--- config.mk ---
export PLATFORM = sky130hd
export DESIGN_NAME = div_unsigned_nbit
export DESIGN_NICKNAME = d
export VERILOG_FILES = /design/src/rtl/div_unsigned_nbit_pkg.sv /design/src/rtl/div_unsigned_nbit.sv
export SDC_FILE = /design/constraint.sdc
export NUM_CORES = 1
export LEC_CHECK = 0
export BUFFER_PORTS_ARGS = -buffer_cell sky130_fd_sc_hd__buf_2
export CAP_MARGIN = 20
export CORE_MARGIN = 2
export CORE_UTILIZATION = 35
export DETAILED_ROUTE_END_ITERATION = 8
export GPL_ROUTABILITY_DRIVEN = 0
export SYNTH_ARGS = -nofsm -noshare
export SYNTH_HDL_FRONTEND = slang
export SYNTH_SLANG_ARGS = --single-unit
--- constraint.sdc ---
create_clock -name clk -period 2.83 [get_ports clk]
set_clock_uncertainty 0.05 [all_clocks]
set_input_delay 0.1415 -clock clk [delete_from_list [all_inputs] [get_ports clk]]
set_output_delay 0.1415 -clock clk [all_outputs]
set_load 0.005 [all_outputs]
--- src/rtl/div_unsigned_nbit_pkg.sv ---
// Shared definitions for the unsigned restoring divider: FSM state encodings.
package div_unsigned_nbit_pkg;

    typedef enum logic [1:0] {
        ST_IDLE = 2'd0,
        ST_BUSY = 2'd1,
        ST_DONE = 2'd2
    } div_state_e;

endpackage

--- src/rtl/div_unsigned_nbit.sv ---
// Multi-cycle unsigned restoring divider, one quotient bit per clock.
// A zero divisor takes a single BUSY cycle and returns quotient = all ones,
// remainder = dividend, error = 1 (RISC-V DIVU/REMU behaviour).
module div_unsigned_nbit
    import div_unsigned_nbit_pkg::*;
#(
    parameter int SIZE = 32
) (
    input  logic            clk,
    input  logic            rst_n,
    input  logic            start,
    output logic            ready,
    output logic            valid,
    output logic            error,
    input  logic [SIZE-1:0] dividend,
    input  logic [SIZE-1:0] divisor,
    output logic [SIZE-1:0] quotient,
    output logic [SIZE-1:0] remainder
);

    localparam int CNT_W = $clog2(SIZE + 1);

    div_state_e       state_q, state_d;
    // Working registers: dvd_q shifts dividend bits out of the top while
    // quotient bits shift in at the bottom.
    logic [SIZE-1:0]  dvd_q, dvd_d;
    logic [SIZE-1:0]  dvs_q, dvs_d;
    logic [SIZE-1:0]  rem_q, rem_d;
    logic [CNT_W-1:0] cnt_q, cnt_d;
    // Output registers, held between DONE cycles.
    logic [SIZE-1:0]  quo_out_q, quo_out_d;
    logic [SIZE-1:0]  rem_out_q, rem_out_d;
    logic             err_q, err_d;

    // Trial step: the partial remainder is SIZE+1 bits wide only transiently;
    // after the conditional subtract it is always below the divisor.
    logic [SIZE:0]    trial;
    logic             fits;
    logic [SIZE-1:0]  diff;

    assign trial = {rem_q, dvd_q[SIZE-1]};
    assign fits  = (trial >= {1'b0, dvs_q});
    assign diff  = trial[SIZE-1:0] - dvs_q;

    // Register update for control, working and output state.
    always_ff @(posedge clk or negedge rst_n) begin
        if (!rst_n) begin
            state_q   <= ST_IDLE;
            dvd_q     <= '0;
            dvs_q     <= '0;
            rem_q     <= '0;
            cnt_q     <= '0;
            quo_out_q <= '0;
            rem_out_q <= '0;
            err_q     <= 1'b0;
        end else begin
            state_q   <= state_d;
            dvd_q     <= dvd_d;
            dvs_q     <= dvs_d;
            rem_q     <= rem_d;
            cnt_q     <= cnt_d;
            quo_out_q <= quo_out_d;
            rem_out_q <= rem_out_d;
            err_q     <= err_d;
        end
    end

    // Next-state logic: capture on acceptance, iterate MSB first, publish on the last step.
    always_comb begin
        state_d   = state_q;
        dvd_d     = dvd_q;
        dvs_d     = dvs_q;
        rem_d     = rem_q;
        cnt_d     = cnt_q;
        quo_out_d = quo_out_q;
        rem_out_d = rem_out_q;
        err_d     = err_q;

        case (state_q)
            ST_IDLE: begin
                if (start) begin
                    dvd_d   = dividend;
                    dvs_d   = divisor;
                    rem_d   = '0;
                    cnt_d   = '0;
                    err_d   = 1'b0;
                    state_d = ST_BUSY;
                end
            end
            ST_BUSY: begin
                if (dvs_q == '0) begin
                    quo_out_d = '1;
                    rem_out_d = dvd_q;
                    err_d     = 1'b1;
                    state_d   = ST_DONE;
                end else begin
                    rem_d = fits ? diff : trial[SIZE-1:0];
                    dvd_d = {dvd_q[SIZE-2:0], fits};
                    cnt_d = cnt_q + 1'b1;
                    if (cnt_q == CNT_W'(SIZE - 1)) begin
                        quo_out_d = dvd_d;
                        rem_out_d = rem_d;
                        state_d   = ST_DONE;
                    end
                end
            end
            ST_DONE: begin
                state_d = ST_IDLE;
            end
            default: begin
                state_d = ST_IDLE;
            end
        endcase
    end

    assign ready     = (state_q == ST_IDLE);
    assign valid     = (state_q == ST_DONE);
    assign error     = err_q;
    assign quotient  = quo_out_q;
    assign remainder = rem_out_q;

endmodule

# Word level (Yosys, flattened, before mapping)
# Index checks and enable logic that the tools add are counted.
# Widths: inputs -> output; s select.
# word_totals
ff_bits	169
word_cells	48
# op_classes
magnitude_cmp	1
reduce_logical	9
n_addsub	2
muxes	21
n_eq_ne	7
# op_table
op	count
$mux 32	9
$pmux 32 s2	2
$ge 33x32->1	1
$logic_not 32->1	1
$sub 32x32->32	1
$mux 6	2
$pmux 6 s2	1
$add 6x1->6 const B	1
$eq 6x5->1 const B	1
$mux 2	3
$ne 2x2->1 const B	3
$reduce_and 2->1	3
$reduce_and 3->1	2
$pmux 2 s2	1
$reduce_bool 2->1	2
$ne 3x3->1 const B	1
$eq 2x1->1 const B	1
$eq 2x2->1 const B	1
$logic_not 2->1	1
$mux 1	2
$pmux 1 s2	1

# Depth between registers and ports, before layout
# depth
ltp_word	4
ltp_mapped	14

# Worst setup path before layout
# OpenSTA, ideal clock, no wires.
# synth_path
path_kind	reg-to-reg
start	register dvd_q[31]
end	register rem_out_q[24], in the netlist remainder[24]
required_ps	2658
stages_incl_launch_ff	15
setup_time_ps	122
setup_slack_ps	-103
arrival_time_ps	2761
n_path_buf	0
path_cell_list	dfrtp_1 inv_1 ha_1 inv_1 fa_1 a211oi_1 o21ai_0 and2_1 o41ai_4 o21ai_1 a31oi_1 xnor2_1 mux2i_1 a31oi_1 o22a_1
# synth_between
elab_chain_len	4
word_cells_on_any_way	5
cone_classes	1 x add/sub; 1 x order compare; 3 x mux
# synth_lines
element	line_no	rtl
start, declared	div_unsigned_nbit.sv:26	logic [SIZE-1:0] dvd_q, dvd_d;
start signal, assigned	div_unsigned_nbit.sv:58	dvd_q <= dvd_d;
$sub 32x32->32 / $ge 33x32->1 (equally long branches)	div_unsigned_nbit.sv:43, div_unsigned_nbit.sv:42	
$mux 32 (*)	div_unsigned_nbit.sv:97	rem_d = fits ? diff : trial[SIZE-1:0];
$mux 32 (*)	div_unsigned_nbit.sv:100	if (cnt_q == CNT_W'(SIZE - 1)) begin
$mux 32 (*)	div_unsigned_nbit.sv:91	if (dvs_q == '0) begin
end signal, assigned	div_unsigned_nbit.sv:63	rem_out_q <= rem_out_d;
end, declared	div_unsigned_nbit.sv:32	logic [SIZE-1:0] rem_out_q, rem_out_d;
# Every way passes the cells marked *; elsewhere a longest branch is shown, timed or not. The select of a mux whose other input is x is not followed.
# A chain may end at the register's enable or synchronous reset.

# Worst setup path in the final report
# layout_path
start	register dvd_q[31]
end	register rem_q[28]
# layout_between
elab_chain_len	4
word_cells_on_any_way	5
cone_classes	1 x add/sub; 1 x order compare; 3 x mux
# layout_lines
element	line_no	rtl
$sub 32x32->32 / $ge 33x32->1 (equally long branches)	div_unsigned_nbit.sv:43, div_unsigned_nbit.sv:42	
$mux 32 (*)	div_unsigned_nbit.sv:97	
$mux 32 (*)	div_unsigned_nbit.sv:91	
$pmux 32 s2 (*)	div_unsigned_nbit.sv:79	case (state_q)
end signal, assigned	div_unsigned_nbit.sv:60	rem_q <= rem_d;
end, declared	div_unsigned_nbit.sv:28	logic [SIZE-1:0] rem_q, rem_d;
# Marked as above.

==> run summary <==
The number of nets in the layout is 1359. In the routed design, unresolved DRC markers number 0. The data arrival time at the worst-slack endpoint is 3250 ps. The first global-routing pass estimated 43.2 mm of wire. The core box area is 25300 um^2. The number of warnings printed during yosys synthesis came out at 0. The final hold violation count came out at 0.

Once the floorplan was initialized, standard cells occupied 35.7% of the core. Counting both buffers and inverters, the worst setup path holds a total of 4. The die outline area came out at 27100 um^2.

The placed cell area came out at 10900 um^2. The final total negative setup slack came out at -1380 ps. The sum of overflow across all layers after global routing came out at 0. The tool flagged a number of max-cap violations equal to 0. The checks that failed: negative setup slack. Among all flip-flop cells after synthesis, the most frequent one is dfrtp_1. STA classifies the critical path endpoint as a register. The number of enable-type register cells in the synthesized netlist is 0. The post-synthesis net count came out at 1058. The area share of the largest cell type after synthesis came out at 46.9%. In the layout the commonest cells are dfrtp_1 (166), buf_2 (132), buf_4 (130). The average detailed-routed wire length per instance is 17.3 um.

The maximum clock insertion buffer count is 2. The worst-case vdd ir drop came out at 0.607 mV. The overall die height is 165 um. The number of endpoints failing setup at the final stage came out at 20. The relative slew slack is 47.6%. During placement, the flow inserted port buffers numbering 133. The stage delay of the slowest cell on the critical path came out at 380 ps. At the pin with the least slew margin, the transition time is 784 ps. The die width is 165 um. Yosys attributes the largest share of cell area to dfrtp_1 (47%), o21ai_0 (8.2%), mux2i_1 (6.2%). The kind of cell with the highest combined delay along the critical path is compound AO/OA/AOI/OAI gates. Buffers inserted during clock tree synthesis total 17. The worst path in the final design needs a cycle of 2990 ps, including I/O delays and setup. In the final layout, the share of cells above drive strength 1 is 34.6%. The mapped netlist covers 9020 um^2.

The count of nets left with antenna violations once routing finished came out at 0. The type of origin of the critical path is a register. Entering global routing, the biggest net connects 63 pins. For this run, the top clock speed supported by timing is 0.335 GHz. The largest fanout on the critical path is 3. Once routing completed, OpenROAD measured the worst setup slack at -157 ps.

From synthesis to final layout, the design area changed by 45.5%. The sequential area share after synthesis is 46.9%. In this run the clock root is driven by a clkbuf_16.

The post-synthesis area per instance is 9.43 um^2. The part of the cycle the worst path needs came out at 106%. After synthesis the netlist holds a flip-flop and latch count of 169. After the first detailed-routing iteration, the DRC count stood at 527. The boundary pin count came out at 134. The number of levels the H-tree was split into is 4. The worst path required time came out at 3090 ps.

The number of antenna violations at the first check in global routing is 1. The number of global-route vias before repair is 8064. The clock insertion delay at the later pin of the skew report came out at 430 ps. The floorplan has 58 rows. The slowest cell on the critical path is dfrtp_1. The share of flip-flops with an asynchronous set or reset after synthesis came out at 100%. The vias after detailed routing is 8253. Traced cell by cell, the critical path runs through inv_1 > ha_2 > inv_2 > fa_2 > a211oi_2 > o21ai_2 > and2_4 > o41ai_4 > o21ai_2 > buf_4 > inv_2 > o21ai_2 > xor2_1 > mux2i_2 > o21ai_1. The count of distinct cell types in the synthesized netlist came out at 60. Detailed placement ended at an HPWL of 19.5 mm. In the synthesized netlist, the number of instances is 957. The power per cell area is 1390 nW/um^2. Using the TritonRoute via totals, the vias-per-cell ratio works out to 5.15. The commonest non-fill, non-tap cell in the layout is dfrtp_1. The worst setup path is of the reg2reg kind. The min-delay analysis places its worst path in the category in2reg. The run finished, with violations left.

The clock input transition at the sequential cells of the worst setup and hold paths came out at 70 ps. The wire length after detailed routing came out at 27.8 mm. TritonCTS built the clock tree. Setup repair after global routing could not meet its margin everywhere. The max-slew violation count is 0. Across every metal layer, demand over resource in global routing totals 20.3%. For this design the static power due to leakage is 5.80 nW. The cell that appears most often on the critical path is o21ai_2. The tree built by TritonCTS fans out to 169 sinks. For this run, the detailed router's first-pass iteration total came to 5. Of all cell types, the one taking the most synthesized area is dfrtp_1. The post-route standard cell area excluding fillers came out at 13100 um^2.
final timing paths:
path / start / to / slack, ps / cells past startpoint
max reg2reg: dvd_q[31] / rem_q[28] / -160 / 15
min in group asynchronous: rst_n / quotient[26] / 220 / 2
max: dvd_q[31] / rem_q[28] / -160 / 15
min reg2reg: remainder[0] / remainder[0] / 420 / 1
min: dividend[0] / dvd_q[0] / 6 / 3
max in group asynchronous: rst_n / rem_q[2] / 1750 / 3
metal layers:
layer	up-vias	share of wire (%)	routed length, um	track usage [%]
met5	-	0	0	0
met4	0	1.1	295	3.99
met3	23	6.2	1730	4.39
met2	244	44	12200	30.1
met1	3972	49	13500	30.5
li1	4014	-	-	-
synthesized netlist by cell type (5+ instances only):
cell      number
dfrtp_1      169
o21ai_0      147
nand3_1       38
nand2_1      126
nand4_1       12
and2_1         5
xor2_1        13
xnor2_1       17
ha_1          33
nor2_1        48
and3_1         9
clkbuf_1      49
o22a_1        34
a21o_1        17
nor2b_1        5
o21a_1         6
mux2i_1       56
nor4_1         9
a21oi_1       46
a211oi_1       6
inv_1         38
a31oi_1        5
layout make-up:
cell class	instances	area, um^2
Clock inverter	11	114
Multi-Input combinational cell	690	5240
Inverter	38	143
Timing Repair Buffer	342	2540
Tap cell	330	413
Sequential cell	169	4230
Fill cell	2306	12100
Clock buffer	20	447
Antenna cell	1	2.50
cell families after synthesis:
group,after synthesis,share of synthesized area [%]
AOI/OAI and AO/OA,295,20.8
DFF,169,46.9
xor gates and xnor gates,30,2.91
adders and majority gates,34,4.80
and+or+nand+nor,272,13.8
muxes,59,6.59
buffers and inverters,98,4.26
repair_timing:
item                                    4_1_cts  5_1_grt
pin swaps                                    23       34
hold endpoints to repair                    121        0
buffers inserted                              7       16
cloned                                        1        0
hold buffers                                 62        0
endpoints found under the setup margin       43       64
resized for setup                            85      123
power breakdown:
| group | switching (mW) | leakage (nW) | total, mW | internal [mW] |
|---|---|---|---|---|
| clock network | 1.03 | 0.275 | 2.29 | 1.25 |
| registers | 0.750 | 2.04 | 3.92 | 3.17 |
| logic | 5.96 | 3.49 | 12.1 | 6.10 |
stage by stage:
stage	setup WS (ps)	cells	total power, mW	hold WS (ps)	utilization [%]
floorplan	-29.4	957	9.04	-204	-
global placement	-156	1485	12.4	134	43.2
detailed placement	-218	1485	12.5	129	43.2
CTS	-183	1586	16.2	4.72	49.4
global route	-323	1600	19.5	42.6	52.0
finish	-157	1601	18.3	6.01	52.0
flip-flops by register name, indices dropped and copies added (netlist names):
name       flops
dvs_q         32
state_q        2
remainder     32
error          1
quotient      32
dvd_q         32
rem_q         32
cnt_q          6
worst min-delay path, cell delays in order:
cell     delay [ps]
buf_2            90
a21oi_1          70
o21ai_0         140
No activity file was read; power rests on OpenSTA's default activity.
